## config.mk

```make
export PLATFORM = sky130hd
export DESIGN_NAME = muldiv_seq
export DESIGN_NICKNAME = d
export VERILOG_FILES = /design/src/rtl/muldiv_defs.sv /design/src/rtl/muldiv_step.sv /design/src/rtl/muldiv_seq.sv
export SDC_FILE = /design/constraint.sdc
export NUM_CORES = 1
export LEC_CHECK = 0
export ABC_CLOCK_PERIOD_IN_PS = 8800
export BUFFER_PORTS_ARGS = -buffer_cell sky130_fd_sc_hd__buf_2
export CORE_MARGIN = 8
export CORE_UTILIZATION = 50
export DETAILED_ROUTE_END_ITERATION = 8
export PLACE_DENSITY_LB_ADDON = 0.3
export REMOVE_ABC_BUFFERS = 1
export SYNTH_ARGS = -nofsm -noshare
export SYNTH_HDL_FRONTEND = slang
export SYNTH_SLANG_ARGS = --single-unit
export TNS_END_PERCENT = 100
```

## constraint.sdc

```tcl
create_clock -name clk -period 8.8 [get_ports clk]
set_clock_uncertainty 0.05 [all_clocks]
set_input_delay 1.76 -clock clk [delete_from_list [all_inputs] [get_ports clk]]
set_output_delay 1.76 -clock clk [all_outputs]
set_load 0.02 [all_outputs]
```

## src/rtl/muldiv_defs.sv

```systemverilog
// Shared constants for the multiply/divide sequencer: op codes, FSM state
// encoding, step-mode selects and the default operand width.
package muldiv_defs;

  localparam int WIDTH_DEF = 32;

  // Operation codes presented on the op port
  localparam logic [2:0] OP_MULT  = 3'd0;
  localparam logic [2:0] OP_MULTU = 3'd1;
  localparam logic [2:0] OP_DIV   = 3'd2;
  localparam logic [2:0] OP_DIVU  = 3'd3;
  localparam logic [2:0] OP_MTHI  = 3'd4;
  localparam logic [2:0] OP_MTLO  = 3'd5;

  // Sequencer states
  localparam logic [1:0] ST_IDLE = 2'd0;
  localparam logic [1:0] ST_CALC = 2'd1;
  localparam logic [1:0] ST_FIX  = 2'd2;

  // Iteration mode for the step datapath
  localparam logic MODE_MUL = 1'b0;
  localparam logic MODE_DIV = 1'b1;

endpackage

```

## src/rtl/muldiv_step.sv

```systemverilog
// One iteration of the iterative datapath.
//  MUL: accumulator = {carry, upper[WIDTH], lower[WIDTH]}, multiplier sits in
//       the lower half and is consumed LSB first; multiplicand is added into
//       the upper half, then the whole thing shifts right.
//  DIV: accumulator[2*WIDTH-1:0] = {rem, quo}; restoring shift-subtract with
//       the divisor as operand. Bit 2*WIDTH is unused in this mode.
module muldiv_step
  import muldiv_defs::*;
#(
  parameter int WIDTH = WIDTH_DEF
) (
  input  logic               mode,
  input  logic [2*WIDTH:0]   acc,
  input  logic [WIDTH-1:0]   operand,
  output logic [2*WIDTH:0]   acc_next
);

  logic [WIDTH:0]   upper_sum;
  logic [2*WIDTH:0] mul_acc;
  logic [WIDTH:0]   rem_shift;
  logic [WIDTH:0]   trial;
  logic [2*WIDTH:0] div_acc;

  // Compute both step flavours and select by mode
  always_comb begin
    // Shift-add: the carry bit is always clear on entry because the previous
    // step shifted a zero into it, so the WIDTH+1-bit sum cannot overflow.
    upper_sum = acc[2*WIDTH:WIDTH];
    if (acc[0]) begin
      upper_sum = acc[2*WIDTH:WIDTH] + {1'b0, operand};
    end
    mul_acc = {upper_sum, acc[WIDTH-1:0]} >> 1;

    // Shift-subtract: remainder shifted left picks up the next dividend bit.
    // rem < divisor keeps the difference within WIDTH+1 signed bits.
    rem_shift = acc[2*WIDTH-1:WIDTH-1];
    trial     = rem_shift - {1'b0, operand};
    div_acc   = '0;
    div_acc[WIDTH-1:0] = {acc[WIDTH-2:0], ~trial[WIDTH]};
    if (trial[WIDTH]) begin
      div_acc[2*WIDTH-1:WIDTH] = rem_shift[WIDTH-1:0];
    end else begin
      div_acc[2*WIDTH-1:WIDTH] = trial[WIDTH-1:0];
    end

    acc_next = (mode == MODE_DIV) ? div_acc : mul_acc;
  end

endmodule

```

## src/rtl/muldiv_seq.sv

```systemverilog
// Multi-cycle MULT/MULTU/DIV/DIVU sequencer with architectural HI/LO.
// Operands are converted to magnitudes on entry, the step datapath runs
// WIDTH iterations, and a final FIX cycle restores signs before HI/LO are
// written, so partial results never appear on hi/lo.
module muldiv_seq
  import muldiv_defs::*;
#(
  parameter int WIDTH = WIDTH_DEF
) (
  input  logic             clk,
  input  logic             rst,
  input  logic             start,
  input  logic [2:0]       op,
  input  logic [WIDTH-1:0] a,
  input  logic [WIDTH-1:0] b,
  output logic             busy,
  output logic             done,
  output logic [WIDTH-1:0] hi,
  output logic [WIDTH-1:0] lo
);

  localparam int CW = (WIDTH > 1) ? $clog2(WIDTH) : 1;

  logic [1:0]         state_reg;
  logic [CW-1:0]      count_reg;
  logic [2*WIDTH:0]   acc_reg;
  logic [WIDTH-1:0]   operand_reg;
  logic               mode_reg;
  logic               neg_q_reg;
  logic               neg_r_reg;
  logic [WIDTH-1:0]   hi_reg;
  logic [WIDTH-1:0]   lo_reg;
  logic               done_reg;

  logic               is_arith;
  logic               is_div;
  logic               signed_op;
  logic               a_neg;
  logic               b_neg;
  logic [WIDTH-1:0]   a_abs;
  logic [WIDTH-1:0]   b_abs;
  logic [2*WIDTH:0]   acc_next;
  logic [2*WIDTH-1:0] prod_fixed;
  logic [WIDTH-1:0]   quo_fixed;
  logic [WIDTH-1:0]   rem_fixed;
  logic [WIDTH-1:0]   fix_hi;
  logic [WIDTH-1:0]   fix_lo;

  // Decode the request and form operand magnitudes
  always_comb begin
    is_arith  = (op == OP_MULT) || (op == OP_MULTU) || (op == OP_DIV) || (op == OP_DIVU);
    is_div    = (op == OP_DIV) || (op == OP_DIVU);
    signed_op = (op == OP_MULT) || (op == OP_DIV);
    a_neg     = signed_op & a[WIDTH-1];
    b_neg     = signed_op & b[WIDTH-1];
    a_abs     = a_neg ? (~a + 1'b1) : a;
    b_abs     = b_neg ? (~b + 1'b1) : b;
  end

  muldiv_step #(
    .WIDTH (WIDTH)
  ) u_step (
    .mode     (mode_reg),
    .acc      (acc_reg),
    .operand  (operand_reg),
    .acc_next (acc_next)
  );

  // Sign correction applied in the FIX cycle
  always_comb begin
    prod_fixed = neg_q_reg ? (~acc_reg[2*WIDTH-1:0] + 1'b1) : acc_reg[2*WIDTH-1:0];
    quo_fixed  = neg_q_reg ? (~acc_reg[WIDTH-1:0] + 1'b1) : acc_reg[WIDTH-1:0];
    rem_fixed  = neg_r_reg ? (~acc_reg[2*WIDTH-1:WIDTH] + 1'b1) : acc_reg[2*WIDTH-1:WIDTH];
    if (mode_reg == MODE_DIV) begin
      fix_hi = rem_fixed;
      fix_lo = quo_fixed;
    end else begin
      fix_hi = prod_fixed[2*WIDTH-1:WIDTH];
      fix_lo = prod_fixed[WIDTH-1:0];
    end
  end

  // Sequencer FSM, iteration counter and HI/LO registers
  always_ff @(posedge clk) begin
    if (rst) begin
      state_reg   <= ST_IDLE;
      count_reg   <= '0;
      acc_reg     <= '0;
      operand_reg <= '0;
      mode_reg    <= MODE_MUL;
      neg_q_reg   <= 1'b0;
      neg_r_reg   <= 1'b0;
      hi_reg      <= '0;
      lo_reg      <= '0;
      done_reg    <= 1'b0;
    end else begin
      done_reg <= 1'b0;
      case (state_reg)
        ST_IDLE: begin
          if (start) begin
            if (is_arith) begin
              // Multiplier (mul) or dividend (div) starts in the low half
              acc_reg     <= {{(WIDTH+1){1'b0}}, (is_div ? a_abs : b_abs)};
              operand_reg <= is_div ? b_abs : a_abs;
              mode_reg    <= is_div ? MODE_DIV : MODE_MUL;
              // A zero divisor keeps the all-ones quotient un-negated so
              // signed and unsigned divide-by-zero give the same LO.
              neg_q_reg   <= (a_neg ^ b_neg) & ~(is_div & (b == '0));
              neg_r_reg   <= is_div & a_neg;
              count_reg   <= CW'(WIDTH - 1);
              state_reg   <= ST_CALC;
            end else if (op == OP_MTHI) begin
              hi_reg <= a;
            end else if (op == OP_MTLO) begin
              lo_reg <= a;
            end
          end
        end
        ST_CALC: begin
          acc_reg <= acc_next;
          if (count_reg == '0) begin
            state_reg <= ST_FIX;
          end else begin
            count_reg <= count_reg - 1'b1;
          end
        end
        ST_FIX: begin
          hi_reg    <= fix_hi;
          lo_reg    <= fix_lo;
          done_reg  <= 1'b1;
          state_reg <= ST_IDLE;
        end
        default: begin
          state_reg <= ST_IDLE;
        end
      endcase
    end
  end

  assign busy = (state_reg != ST_IDLE);
  assign done = done_reg;
  assign hi   = hi_reg;
  assign lo   = lo_reg;

endmodule
```

==> results by group <==
Logic synthesis
  • Sequential share of the synthesized area: 22.42%
  • Post-Synthesis Cells: 2076
  • Yosys synthesis warning count: 0
  • Post-synth top flop: dfxtp_1
  • Yosys reg bits: ~170
  • Unique masters post-synth: 95
  • Synth top area cells: dfxtp_1 (22%), a21oi_1 (6.2%), ha_1 (5.7%), xnor2_1 (5.6%), nor2_1 (5.6%)
  • Synth async-reset ratio: 0%
  • Synth Cell Area: 0.01527 mm2
  • Number of synthesized flops with an enable pin: 0
  • Mean post-synth cell area: between 7 and 8 um2
  • Post-synth top area cell: dfxtp_1
  • Synth top area share: 22.42%

STA
  • Final Critical Period: 4.316 ns
  • Setup violators final: 0
  • Setup_tns: 0 ns
  • Final slew viol count: 0
  • Relative slew slack: 28.72%
  • Fin crit share: 49.04%
  • Worst hold slack: 0.4010 ns
  • Achievable Freq: between 0.2 and 0.25 GHz
  • Final worst setup slack: 4.484 ns
  • RSZ-0062 raised after global routing: false
  • Slew at the pin with the worst max-slew slack: 1.065 ns
  • Fin. Hold Viols: 0

Critical path
  • Critical path, cell by cell: buf_2 > or4_4 > nor4_2 > nand4_1 > o31ai_1 > xnor2_1 > nand2_1 > o21ai_0 > a222oi_1 > nor2_1
  • Buf/Inv on CP: 1
  • Critical Path RT: 9.07 ns
  • Data arrival time of the worst path: about 4.6 ns
  • Crit start category: primary input
  • Worst path slowest cell: nor4_2
  • Crit end category: register
  • CP peak stage delay: 0.79 ns
  • Crit path max-delay family: simple AND/OR/NAND/NOR gates
  • Crit path kind: in -> reg
  • Max Fanout on Critical Path: 6

Clocking
  • Clock buffer depth: 2
  • Clock root buffer: clkbuf_16
  • CTS resizes: 0
  • CTS tree: built
  • Post-CTS Hold Fix Bufs: 0
  • Clock slew at reported path FFs: 0.07 ns
  • Clock sink count: roughly 170
  • H-tree levels: 4
  • Insertion delay to the later sink of the worst-skew pair: ~0.45 ns
  • Setup Fix Bufs, Post-CTS: 0
  • CTS Buf Count: 17

Floorplanning
  • I/O pins: 136
  • Initial core utilization: 50.31%
  • Die ar.: 0.03638 mm2
  • Row count: 64
  • CORE AREA: roughly 0.030 mm2
  • Chip height: roughly 190 um
  • DIE WIDTH: 190.7 um

Pwr
  • Part of the power in registers: 37.1%
  • Power Density: about 150 mW/mm2
  • Largest vdd supply drop: 134.0 uV
  • Combinational share of power: 31.8%
  • Net Sw Frac: 38.49%
  • Cell Int Power: around 1.5 mW
  • P_sw: 0.9215 mW
  • Lkg Pwr: 6.614 nW
  • Clock power share: 31.0%

Place
  • Placed inst area: 0.01596 mm2
  • GP Congestion: 1.010
  • Post-Place Worst Slack: 4.123 ns
  • HPWL Detailed: 41960 um
  • Port Buffers: 135

Global route
  • Initial antenna violation count: 0
  • Vias in the first global route: approximately 15000
  • Grt total ovfl: 0
  • First-pass GRT wire length: about 87000 um
  • Global Route Usage Sum: between 30% and 40%
  • Pin count of the biggest net entering global routing: 65

Job
  • Max cap viols: 0

Detailed routing
  • DR iter-0 viols: around 2000
  • Vias: 16325
  • Via-to-Cell Ratio: ~6.5
  • Pre-antenna DRT Iters: 8
  • Final WL: 56510 um
  • Avg WL per Cell: 22.49 um
  • Residual DRC: 0
  • Number of antenna-violating nets in the routed design: 0

Cells and area
  • Final instance area: between 0.015 and 0.02 mm2
  • Most frequent cells in the layout: nor2_1 (224), nand2_1 (211), a21oi_1 (188), dfxtp_1 (170), o21ai_0 (138)
  • Diodes inserted: 0
  • Most common cell after layout, fill and taps aside: nor2_1
  • Final core occ: 54.39%
  • Nets: 2246
  • Layout cells sized above 1: 11.57%
  • Area Overhead vs Synth: 8.104%
  • Max reg flops: 64

Status
  • Outcome: completed

Min path
  • HP Class: reg -> reg
==> worst paths after layout <==
check / start / to / slack [ns] / cells past startpoint
setup / recovery: a[5] / acc_reg[30] / 4.48 / 10
hold / removal: hi[21] / hi[21] / 0.40 / 2
setup reg to reg: acc_reg[32] / acc_reg[51] / 4.50 / 11
hold reg to reg: hi[21] / hi[21] / 0.40 / 2
==> area by class of cell <==
cell class              instances  area [um2]
clock inverters                12       86.33
flip-flops and latches        171        3427
fillers                      3022       13840
inverters                      71       266.5
clock buffers                  20       457.9
well taps                     396       495.5
multi-input cells            1686       10930
repair buffers                157       843.3
==> metal layers <==
layer | vias to the layer above | part of all wire [%] | GRT usage (%)
li1 | 7652 | - | -
met1 | 7653 | 43 | 40.28
met2 | 873 | 44 | 46.40
met3 | 147 | 8.8 | 5.084
met4 | 0 | 4.8 | 14.08
met5 | - | 0 | 0
==> cells in the mapped netlist (all sizes together) (7+ instances only) <==
cell type	n
nor2	229
nand2	211
a21oi	190
dfxtp	171
o21ai	147
clkbuf	124
xnor2	98
a211oi	81
xor2	73
ha	70
inv	69
nor3	58
mux2i	52
o211ai	52
a21o	38
o31ai	35
a31oi	29
nand3	24
buf	23
nor4	20
nand2b	19
or3	18
or4	16
o22ai	15
o41ai	15
and3	14
and2	13
nand4	13
nor2b	13
mux2	10
a311oi	9
a211o	8
o221ai	8
a221oi	7
o31a	7
==> power groups by stage <==
| stage | Sequential, mW | Combinational (mW) | Clock, mW |
|---|---|---|---|
| after CTS | 0.887 | 0.748 | 0.744 |
| final | 0.889 | 0.763 | 0.743 |
| after detailed placement | 0.905 | 0.742 | 0 |
| after global placement | 0.904 | 0.736 | 0 |
| after floorplan | 0.904 | 0.491 | 0 |
| after global routing | 0.895 | 0.829 | 0.780 |
==> cell families after synthesis <==
kind of cell               synth area share, %
buffers and inverters                    6.179
DFF                                      22.42
muxes                                    4.147
xor gates and xnor gates                 9.809
adders and majority gates                5.999
AOI/OAI and AO/OA                        30.35
and+or+nand+nor                          21.10
==> metrics by stage <==
step / power, mW / cells
floorplan: 1.395 / 1928
global placement: 1.640 / 2481
detailed placement: 1.647 / 2481
CTS: 2.380 / 2513
global route: 2.504 / 2513
finish: 2.394 / 2513
==> tightest hold or removal path, stage by stage, from the launching register on <==
cell and delay (ns):
dfxtp_1 0.31, nand2_1 0.05, a21oi_1 0.05
Note: power is estimated with default switching activity, not from simulation.
